`config.mk`:
```
export PLATFORM = sky130hd
export DESIGN_NAME = framebuffer_writer_flat
export DESIGN_NICKNAME = d
export VERILOG_FILES = /design/src/rtl/framebuffer_writer_if.sv /design/src/rtl/framebuffer_writer.sv /design/src/flat_wrapper.sv
export SDC_FILE = /design/constraint.sdc
export NUM_CORES = 1
export LEC_CHECK = 0
export ABC_AREA = 1
export BUFFER_PORTS_ARGS = -buffer_cell sky130_fd_sc_hd__buf_2
export CAP_MARGIN = 20
export CORE_ASPECT_RATIO = 1.25
export CORE_MARGIN = 3
export CORE_UTILIZATION = 50
export CTS_CLUSTER_SIZE = 24
export DETAILED_ROUTE_END_ITERATION = 10
export PLACE_DENSITY_LB_ADDON = 0.15
export RECOVER_POWER = 100
export SYNTH_ARGS = -nofsm -noshare
export SYNTH_HDL_FRONTEND = slang
export SYNTH_SLANG_ARGS = --single-unit
export TNS_END_PERCENT = 5
```
`constraint.sdc`:
```
create_clock -name clk -period 6.98 [get_ports clk]
set_clock_uncertainty 0.05 [all_clocks]
set_input_delay 0.349 -clock clk [delete_from_list [all_inputs] [get_ports clk]]
set_output_delay 0.349 -clock clk [all_outputs]
set_load 0.005 [all_outputs]
```
`src/rtl/framebuffer_writer_if.sv`:
```
// Bus interfaces for the framebuffer upload path; both are clocked by the owner's clk.
// test_freeze lets a bus model hold the burst engine in IDLE.
interface burst_bus_if;
    logic [20:0] addr;
    logic        cmd;
    logic        cmd_en;
    logic [63:0] wr_data;
    logic [7:0]  data_mask;
    logic        test_freeze;

    modport master (input test_freeze, output addr, cmd, cmd_en, wr_data, data_mask);
    modport slave  (input addr, cmd, cmd_en, wr_data, data_mask, output test_freeze);
endinterface

interface debug_bus_if;
    logic [15:0] addr;
    logic        write_enable;
    logic [7:0]  write_data;

    modport master (output addr, write_enable, write_data);
    modport slave  (input addr, write_enable, write_data);
endinterface

```
`src/rtl/framebuffer_writer.sv`:
```
// Packs host pixel bytes into 64-bit words, queues them in an 8-deep FIFO and
// writes them to SDRAM as 4-beat bursts (first byte lands in wr_data[63:56]).
module framebuffer_writer (
    input  logic        clk,
    input  logic        reset,
    burst_bus_if.master bus,
    debug_bus_if.slave  dbus,
    output logic        busy,
    output logic        overflow
);

    typedef enum logic [1:0] {S_IDLE, S_BEAT1, S_BEAT2, S_BEAT3} state_e;

    state_e      state_q, state_d;
    logic [20:0] wr_addr_q, wr_addr_d;
    logic [2:0]  bidx_q, bidx_d;
    logic [63:0] pack_q, pack_d;
    logic [3:0]  count_q, count_d;
    logic [2:0]  wptr_q, wptr_d;
    logic [2:0]  rptr_q, rptr_d;
    logic        flush_req_q, flush_req_d;
    logic        flush_pend_q, flush_pend_d;
    logic        overflow_q, overflow_d;

    logic [63:0] fifo_data [8];
    logic [7:0]  fifo_mask [8];

    logic        push, pop, launch;
    logic [63:0] push_data;
    logic [7:0]  push_mask;
    logic [63:0] pk;

    logic reg_sel, byte_wr, ctrl_wr, addr_wr, byte_drop;

    assign reg_sel   = dbus.write_enable && (dbus.addr[15:8] == 8'h04);
    assign byte_wr   = reg_sel && (dbus.addr[7:0] == 8'd4);
    assign ctrl_wr   = reg_sel && (dbus.addr[7:0] == 8'd5);
    assign addr_wr   = reg_sel && (dbus.addr[7:0] >= 8'd1) && (dbus.addr[7:0] <= 8'd3);
    assign byte_drop = byte_wr && (count_q == 4'd8) && (bidx_q == 3'd7);

    assign launch = (state_q == S_IDLE) && !bus.test_freeze &&
                    ((count_q >= 4'd4) || (flush_pend_q && (count_q != 4'd0)));
    // Beats 1..3 pop only if a word is there; otherwise they are padding.
    assign pop    = launch || ((state_q != S_IDLE) && (count_q != 4'd0));

    // ---------------- FSM: state register ----------------
    always_ff @(posedge clk or posedge reset) begin
        if (reset) state_q <= S_IDLE;
        else       state_q <= state_d;
    end

    // ---------------- FSM: next state ----------------
    always_comb begin
        state_d = state_q;
        case (state_q)
            S_IDLE:  if (launch) state_d = S_BEAT1;
            S_BEAT1: state_d = S_BEAT2;
            S_BEAT2: state_d = S_BEAT3;
            default: state_d = S_IDLE;
        endcase
    end

    // ---------------- FSM: bus outputs ----------------
    always_comb begin
        bus.cmd_en    = launch;
        bus.cmd       = launch;
        bus.addr      = launch ? wr_addr_q : 21'd0;
        bus.wr_data   = 64'd0;
        bus.data_mask = 8'h00;
        if (pop) begin
            bus.wr_data   = fifo_data[rptr_q];
            bus.data_mask = fifo_mask[rptr_q];
        end else if (state_q != S_IDLE) begin
            bus.data_mask = 8'hFF;
        end
    end

    // ---------------- packer, registers, flush ----------------
    always_comb begin
        pack_d       = pack_q;
        bidx_d       = bidx_q;
        wr_addr_d    = wr_addr_q;
        overflow_d   = overflow_q;
        flush_req_d  = flush_req_q;
        flush_pend_d = flush_pend_q;
        push         = 1'b0;
        push_data    = 64'd0;
        push_mask    = 8'h00;

        pk = pack_q;
        pk[{~bidx_q, 3'b000} +: 8] = dbus.write_data;

        if (flush_pend_q && (state_q == S_IDLE) && (count_q == 4'd0))
            flush_pend_d = 1'b0;

        if (byte_drop) begin
            overflow_d = 1'b1;
        end else if (byte_wr) begin
            if (bidx_q == 3'd7) begin
                push      = 1'b1;
                push_data = pk;
                pack_d    = 64'd0;
                bidx_d    = 3'd0;
            end else begin
                pack_d = pk;
                bidx_d = bidx_q + 3'd1;
            end
        end

        // Flush acts one cycle after the control write; a partial word waits for FIFO room.
        if (flush_req_q) begin
            if (bidx_d == 3'd0) begin
                flush_req_d  = 1'b0;
                flush_pend_d = 1'b1;
            end else if (count_q != 4'd8) begin
                push         = 1'b1;
                push_data    = pack_d;
                push_mask    = 8'hFF >> bidx_d;
                pack_d       = 64'd0;
                bidx_d       = 3'd0;
                flush_req_d  = 1'b0;
                flush_pend_d = 1'b1;
            end
        end

        if (ctrl_wr) begin
            if (dbus.write_data[0]) flush_req_d = 1'b1;
            if (dbus.write_data[1]) overflow_d  = 1'b0;
        end

        if (addr_wr) begin
            pack_d = 64'd0;
            bidx_d = 3'd0;
            // The address captured at burst start must not move under the burst.
            if ((state_q == S_IDLE) && !launch) begin
                case (dbus.addr[1:0])
                    2'd1:    wr_addr_d[20:16] = dbus.write_data[4:0];
                    2'd2:    wr_addr_d[15:8]  = dbus.write_data;
                    default: wr_addr_d[7:0]   = dbus.write_data;
                endcase
            end
        end

        if (state_q == S_BEAT3) wr_addr_d = wr_addr_q + 21'd16;
    end

    always_comb begin
        count_d = count_q + {3'b000, push} - {3'b000, pop};
        wptr_d  = wptr_q + {2'b00, push};
        rptr_d  = rptr_q + {2'b00, pop};
    end

    always_ff @(posedge clk or posedge reset) begin
        if (reset) begin
            wr_addr_q    <= 21'd0;
            bidx_q       <= 3'd0;
            pack_q       <= 64'd0;
            count_q      <= 4'd0;
            wptr_q       <= 3'd0;
            rptr_q       <= 3'd0;
            flush_req_q  <= 1'b0;
            flush_pend_q <= 1'b0;
            overflow_q   <= 1'b0;
        end else begin
            wr_addr_q    <= wr_addr_d;
            bidx_q       <= bidx_d;
            pack_q       <= pack_d;
            count_q      <= count_d;
            wptr_q       <= wptr_d;
            rptr_q       <= rptr_d;
            flush_req_q  <= flush_req_d;
            flush_pend_q <= flush_pend_d;
            overflow_q   <= overflow_d;
        end
    end

    // Storage needs no reset: entries are only read while count says they are valid.
    always_ff @(posedge clk) begin
        if (push) begin
            fifo_data[wptr_q] <= push_data;
            fifo_mask[wptr_q] <= push_mask;
        end
    end

    assign busy     = (count_q != 4'd0) | (bidx_q != 3'd0) | (state_q != S_IDLE) | flush_pend_q;
    assign overflow = overflow_q;

endmodule

```
`src/flat_wrapper.sv`:
```
// flat-port wrapper written by rule: the top's interface ports become plain ports
module framebuffer_writer_flat 
  (clk, reset, busy, overflow, bus_test_freeze, bus_addr, bus_cmd, bus_cmd_en, bus_wr_data, bus_data_mask, dbus_addr, dbus_write_enable, dbus_write_data);
  burst_bus_if bus_i ();
  debug_bus_if dbus_i ();
  input  logic clk;
  input  logic reset;
  output logic busy;
  output logic overflow;
  input wire logic [$bits(bus_i.test_freeze)-1:0] bus_test_freeze;
  output wire logic [$bits(bus_i.addr)-1:0] bus_addr;
  output wire logic [$bits(bus_i.cmd)-1:0] bus_cmd;
  output wire logic [$bits(bus_i.cmd_en)-1:0] bus_cmd_en;
  output wire logic [$bits(bus_i.wr_data)-1:0] bus_wr_data;
  output wire logic [$bits(bus_i.data_mask)-1:0] bus_data_mask;
  input wire logic [$bits(dbus_i.addr)-1:0] dbus_addr;
  input wire logic [$bits(dbus_i.write_enable)-1:0] dbus_write_enable;
  input wire logic [$bits(dbus_i.write_data)-1:0] dbus_write_data;
  assign bus_i.test_freeze = bus_test_freeze;
  assign bus_addr = bus_i.addr;
  assign bus_cmd = bus_i.cmd;
  assign bus_cmd_en = bus_i.cmd_en;
  assign bus_wr_data = bus_i.wr_data;
  assign bus_data_mask = bus_i.data_mask;
  assign dbus_i.addr = dbus_addr;
  assign dbus_i.write_enable = dbus_write_enable;
  assign dbus_i.write_data = dbus_write_data;
  framebuffer_writer u_core (.clk(clk), .reset(reset), .bus(bus_i), .dbus(dbus_i), .busy(busy), .overflow(overflow));
endmodule
```
==> results_dict.tcl, run 1 <==
set metrics [dict create \
    vias 20670 \
    syn_inst 2578 \
    core_sq_mm 0.05847 \
    grt_use_total_pct 24.52 \
    hold_slack_ns 0.04022 \
    cts.clk_slew.worst_paths_ns 0.06 \
    synthesis.area_sq_mm 0.02964 \
    cts_setup_buffers 0 \
    grt_pass1_vias 20740 \
    first_pass_iters 5 \
    crit_path_start_kind "register" \
    synth_common_cells "576 x edfxtp_1, 572 x nand2_1, 206 x a21oi_1" \
    ant_nets 0 \
    ir_worst_vdd_mv 0.3246 \
    synth.area.top_cells "edfxtp_1 58%, dfrtp_1 8.7%, nand2_1 7.2%, a21oi_1 3.5%, a32o_1 3.0%" \
    status "finished, violations left" \
    critPathCaptureType "register" \
    place_hpwl_mm 41.16 \
    drt_iter0_drc 1929 \
    crit_fanout 48 \
    setup_violations 0 \
    drc 0 \
    fin_area_sq_mm 0.03268 \
    ys_warn_count 0 \
    worstMarginPinSlew_ns 1.904 \
    powerDensity_mw_per_mm2 372.5 \
    hold_violations 0 \
    synth.avg_cell_area_sq_um 11.50 \
    grt_pass1_wl_mm 118.3 \
    rsz0062_at_grt "no" \
    synthFlopType "edfxtp_1" \
    clock_sinks 679 \
    die_x_um 223.8 \
    overflow 0 \
    dpl.cell_count 3329 \
    ctsRootBufferMaster "clkbuf_16" \
    yosysTopAreaCellShare_pct 58.36 \
    holdCritPathClass "input pin to register" \
    fmax_mhz 183.2 \
    stdcell_count 3454 \
    slew_viol_final 67 \
    clk_latency_ns 0.59 \
    placed_area_sq_mm 0.03085 \
    synth_most_common_cell "edfxtp_1" \
    wl_mm 76.96 \
    antenna_found_initial 0 \
    yosysUniqueCellTypes 47 \
    num-nets-final 2696 \
    maxCapViolCount 2 \
    io_pins 125 \
    cp.required_ns 7.12 \
    cts_buffer_depth 3 \
    cts_tree "yes" \
    htreeDepth 3 \
    ys_seq_elements 679 \
    vias_per_cell 5.983 \
    synth_top_cell_by_area "edfxtp_1" \
    period_share_pct 78.21 \
    grt_max_degree 222 \
    drive_above_1_share_pct 7.601 \
    synth_edf_count 576 \
    area_growth_pct 10.26 \
    die_y_um 278.2 \
    cp.arrival_ns 5.60 \
    die_area_sq_mm 0.06226 \
    leakage_uw 0.01176 \
    rows 99 \
    violations "max-capacitance violations, max-slew violations" \
    synth.yosys.seq_area_share_pct 67.05 \
    min_period_ns 5.459 \
    n_antenna_cell 0 \
    start_util_pct 50.70 \
    place.gp.congestion 0.8791 \
    async_flop_share_pct 15.17 \
    crit_type "register to register" \
    avgRoutedWirePerCell_um 22.28 \
    fin_util_pct 55.90 \
    max_slew_margin_pct -27.64 \
    io_buffers 124 \
    cts_inserted_buffers 68 \
]
## kinds of logic after synthesis
family	count (synthesis)	synth area share [%]
AOI/OAI and AO/OA	657	14.25
xor gates and xnor gates	9	0.2660
adders and majority gates	23	0.9962
buffers and inverters	296	4.158
DFF	679	67.05
other	1	0.01265
and+or+nand+nor	913	13.27
## state kept, by name (all words and copies together) (netlist names)
signal	cells
u_core.rptr_q	3
u_core.count_q	4
u_core.flush_req_q	1
u_core.flush_pend_q	1
u_core.bidx_q	3
u_core.wptr_q	3
u_core.fifo_mask	64
u_core.fifo_data	512
u_core.wr_addr_q	21
u_core.overflow	1
u_core.state_q	2
u_core.pack_q	64
## repair_timing
item / CTS / global route
endpoints found under the setup margin: 0 / 0
hold buffers: 3 / 0
endpoints found under the hold margin: 38 / 0
resized for setup: 0 / 0
## cell usage in the layout (no fill, tap or decap), drive strengths merged, types with 8 or more instances in the layout
cell / count
inv: 126
a211oi: 64
nand2: 578
o22ai: 16
edfxtp: 576
nand3: 94
clkinv: 25
nor2: 219
a32o: 89
a22oi: 82
o21ai: 167
o31ai: 8
dfrtp: 103
clkbuf: 181
a21oi: 216
nor3: 15
ha: 22
buf: 63
xor2: 8
conb: 8
## path summary, 6_finish.rpt
| path | start | end | slack (ns) | cells past startpoint |
|---|---|---|---|---|
| max reg2reg | u_core.bidx_q[0]$_DFF_PP0_ | u_core.fifo_data[6][48]$_DFFE_PP_ | 1.52 | 13 |
| min in group asynchronous | reset | u_core.wr_addr_q[20]$_DFFE_PP0P_ | 0.74 | 3 |
| min | dbus_write_data[0] | u_core.flush_req_q$_DFF_PP0_ | 0.04 | 2 |
| min reg2reg | u_core.wr_addr_q[3]$_DFFE_PP0P_ | u_core.wr_addr_q[3]$_DFFE_PP0P_ | 0.44 | 2 |
| max in group asynchronous | reset | u_core.pack_q[30]$_DFF_PP0_ | 4.41 | 4 |
| max | u_core.bidx_q[0]$_DFF_PP0_ | u_core.fifo_data[6][48]$_DFFE_PP_ | 1.52 | 13 |
## critical path, stage by stage (launching register included)
cell and delay [ns]:
dfrtp_1 0.46, ha_1 0.26, ha_1 0.27, inv_1 0.10, clkbuf_1 1.28, o21ai_4 0.10
nand2_1 0.11, nand2_1 0.11, nand3_1 0.19, nand2_4 0.39, nand2_1 0.38, inv_1 0.15
nor3_2 0.15, clkbuf_2 1.01
## through the flow
stage	worst slack, ns	total power, uW	setup TNS [ns]
floorplan	-0.4006	7207	-115.32
global placement	2.939	8630	0
detailed placement	2.790	8717	0
CTS	2.615	12360	0
global route	1.208	12870	0
finish	1.521	12170	0
## metal layers
metal / GRT usage, % / up-vias / wire (um)
met3: 3.777 / 137 / 4926
met4: 7.827 / 0 / 1977
met5: 0 / - / 0
li1: - / 9420 / -
met2: 42.54 / 770 / 38580
met1: 31.92 / 10340 / 31470
## where the power goes
group	internal, uW	switching (uW)	total [uW]
Combinational	1310	2590	3900
Clock	2150	1490	3640
Sequential	4420	208	4630
## final cells by class
class | count | area (sq um)
clock buffers | 87 | 1867
clock inverters | 35 | 349.1
fillers | 4914 | 25790
inverters | 126 | 486.7
multi-input cells | 1610 | 8344
flip-flops and latches | 679 | 19890
well taps | 757 | 947.2
repair buffers | 160 | 800.8
Note: power is estimated with default switching activity, not from simulation.
==> run 2, diff against run 1 <==
==> constraint.sdc (replaced) <==
create_clock -name clk -period 4.75 [get_ports clk]
set_clock_uncertainty 0.05 [all_clocks]
set_input_delay 0.2375 -clock clk [delete_from_list [all_inputs] [get_ports clk]]
set_output_delay 0.2375 -clock clk [all_outputs]
set_load 0.005 [all_outputs]
==> run 2 against run 1 <==
  * The run still ends with max-capacitance violations, max-slew violations left
  * Non-clock buffer count up 11
  * Count of clock-buffer cells in the layout rose by 2
  * Fmax rose by 29%
  * Combinational power increased by 50%
  * Design area is 0.85% higher
  * Clock power up 52%
  * Hold slack improved by 0.0064 ns
==> results_dict.tcl, run 2 (synthesized netlist as in run 1, its figures left out) <==
set metrics [dict create \
    io_buffers 124 \
    max_stage_delay_ns 0.88 \
    cts_inserted_buffers 67 \
    cp.required_ns 4.91 \
    min_period_ns 4.235 \
    stdcell_count 3467 \
    place_hpwl_mm 43.26 \
    cts.clk_slew.worst_paths_ns 0.06 \
    io_pins 125 \
    path_delay_family "buffers and inverters" \
    die_y_um 278.2 \
    placed_area_sq_mm 0.03101 \
    cts_setup_buffers 0 \
    status "finished, violations left" \
    largest_reg_flops 512 \
    crit_fanout 29 \
    wl_mm 78.31 \
    crit_start "u_core.bidx_q[0]$_DFF_PP0_" \
    holdCritPathClass "input pin to register" \
    vias 20700 \
    grt_pass1_wl_mm 119.9 \
    rrSetupSlack_ns 0.51 \
    start_util_pct 50.70 \
    clk_latency_ns 0.60 \
    fin_area_sq_mm 0.03296 \
    reg2reg_to "u_core.fifo_data[0][42]$_DFFE_PP_" \
    avgRoutedWirePerCell_um 22.59 \
    pwr-share-comb_pct 32.2 \
    total_power_uw 18150 \
    core_sq_mm 0.05847 \
    place.gp.congestion 0.8708 \
    antenna_found_initial 0 \
    hold_violations 0 \
    tns_ns 0 \
    violations "max-capacitance violations, max-slew violations" \
    layout_common_cells "576 x nand2_1, 576 x edfxtp_1, 215 x a21oi_1" \
    maxCapViolCount 2 \
    crit_buf_inv 3 \
    die_area_sq_mm 0.06226 \
    path_common_cell "nand2_1" \
    ant_nets 0 \
    critPathCaptureType "register" \
    r2r-start "u_core.bidx_q[0]$_DFF_PP0_" \
    cts_buffer_depth 3 \
    htreeDepth 3 \
    fin_ws_ns 0.5146 \
    holdBufCountCts 7 \
    leakage_uw 0.01185 \
    cp-endpoint "u_core.fifo_data[0][42]$_DFFE_PP_" \
    top_register "u_core.fifo_data" \
    swShare_pct 34.93 \
    pwr-share-seq_pct 37.3 \
    rows 99 \
    first_pass_iters 8 \
    switching_power_uw 6339 \
    reg_top3 "u_core.fifo_data (512), u_core.fifo_mask (64), u_core.pack_q (64)" \
    die_x_um 223.8 \
    cts_tree "yes" \
    path_cells "ha_1 > ha_1 > inv_1 > o21ai_4 > nand2_1 > nand2_1 > nand3_1 > nand2_4 > nand2_1 > inv_1 > nor3_1 > clkbuf_2" \
    overflow 0 \
    rsz0062_at_grt "no" \
    cts_resized 0 \
    crit_path_start_kind "register" \
    ir_worst_vdd_mv 0.4842 \
    crit_type "register to register" \
    vias_per_cell 5.971 \
    rr_worst_depth 12 \
    cp.depth 12 \
    powerDensity_mw_per_mm2 550.6 \
    grt_use_total_pct 25.02 \
    worstMarginPinSlew_ns 2.134 \
    drt_iter0_drc 2038 \
    crit_slowest_cell "clkbuf_2" \
    p_int_uw 11810 \
    grt_max_degree 159 \
    setup_violations 0 \
    drive_above_1_share_pct 8.306 \
    drc 0 \
    cp.arrival_ns 4.39 \
    pre_cts_ws_ns 0.7986 \
    area_growth_pct 11.20 \
    clkPwrFrac_pct 30.5 \
    fmax_mhz 236.1 \
    clock_sinks 679 \
    ctsRootBufferMaster "clkbuf_16" \
    period_share_pct 89.17 \
    slew_viol_final 106 \
    max_slew_margin_pct -43.08 \
    grt_pass1_vias 20550 \
    dpl.cell_count 3336 \
    num-nets-final 2706 \
]
run 2: cell types whose count changed in the layout (fill, tap and decap cells not counted), moves of 4 or more:
cell / delta
clkbuf_4: +8
dlygate4sd3_1: +4
clkbuf_2: +5
nor2_4: +8
nor2_1: -8
buf_4: -9
run 2: per-layer routing:
metal | part of all wire [%] | up-vias | global-route usage [%] | wire length, um
li1 | - | 9453 | - | -
met1 | 41 | 10280 | 33.12 | 31790
met2 | 50 | 823 | 42.43 | 38870
met3 | 6.8 | 144 | 3.745 | 5321
met4 | 3.0 | 0 | 8.878 | 2327
met5 | 0 | - | 0 | 0
run 2: per-stage QoR:
stage	hold slack, ns	util, %
after floorplan	0.2823	-
final	0.04667	56.37
after detailed placement	0.3186	53.04
after global routing	0.05623	56.37
after CTS	0.007556	57.12
after global placement	0.3224	53.04
run 2: worst min-delay path by stage:
| stage | from | end | slack [ns] | cells past startpoint |
|---|---|---|---|---|
| after floorplan | dbus_write_data[1] | u_core.overflow$_DFF_PP0_ | 0.28 | 1 |
| after global placement | reset | u_core.wr_addr_q[20]$_DFFE_PP0P_ | 0.32 | 2 |
| after detailed placement | reset | u_core.wr_addr_q[19]$_DFFE_PP0P_ | 0.32 | 2 |
| after CTS | dbus_write_enable | u_core.overflow$_DFF_PP0_ | 0.008 | 4 |
| after global routing | dbus_write_enable | u_core.overflow$_DFF_PP0_ | 0.06 | 4 |
| final | dbus_write_enable | u_core.overflow$_DFF_PP0_ | 0.05 | 4 |
run 2: layout make-up:
class,instances,area [sq um]
fillers,4856,25510
flip-flops and latches,679,19880
multi-input cells,1610,8397
clock buffers,89,1917
well taps,757,947.2
repair buffers,171,925.9
inverters,126,486.7
clock inverters,34,400.4
diodes,1,2.502
run 2: tightest hold or removal path: stages:
cell	delay, ns
buf_2	0.12
nand2_1	0.07
nor3_1	0.07
a22oi_1	0.15
run 2: power groups by stage:
stage	Combinational, uW	Clock [uW]	Sequential, uW
2_1_floorplan	3920	0	6670
3_3_place_gp	5870	0	6870
3_5_place_dp	6010	0	6880
4_1_cts	6030	5630	6750
5_1_grt	6530	5890	6770
6_report	5840	5540	6760
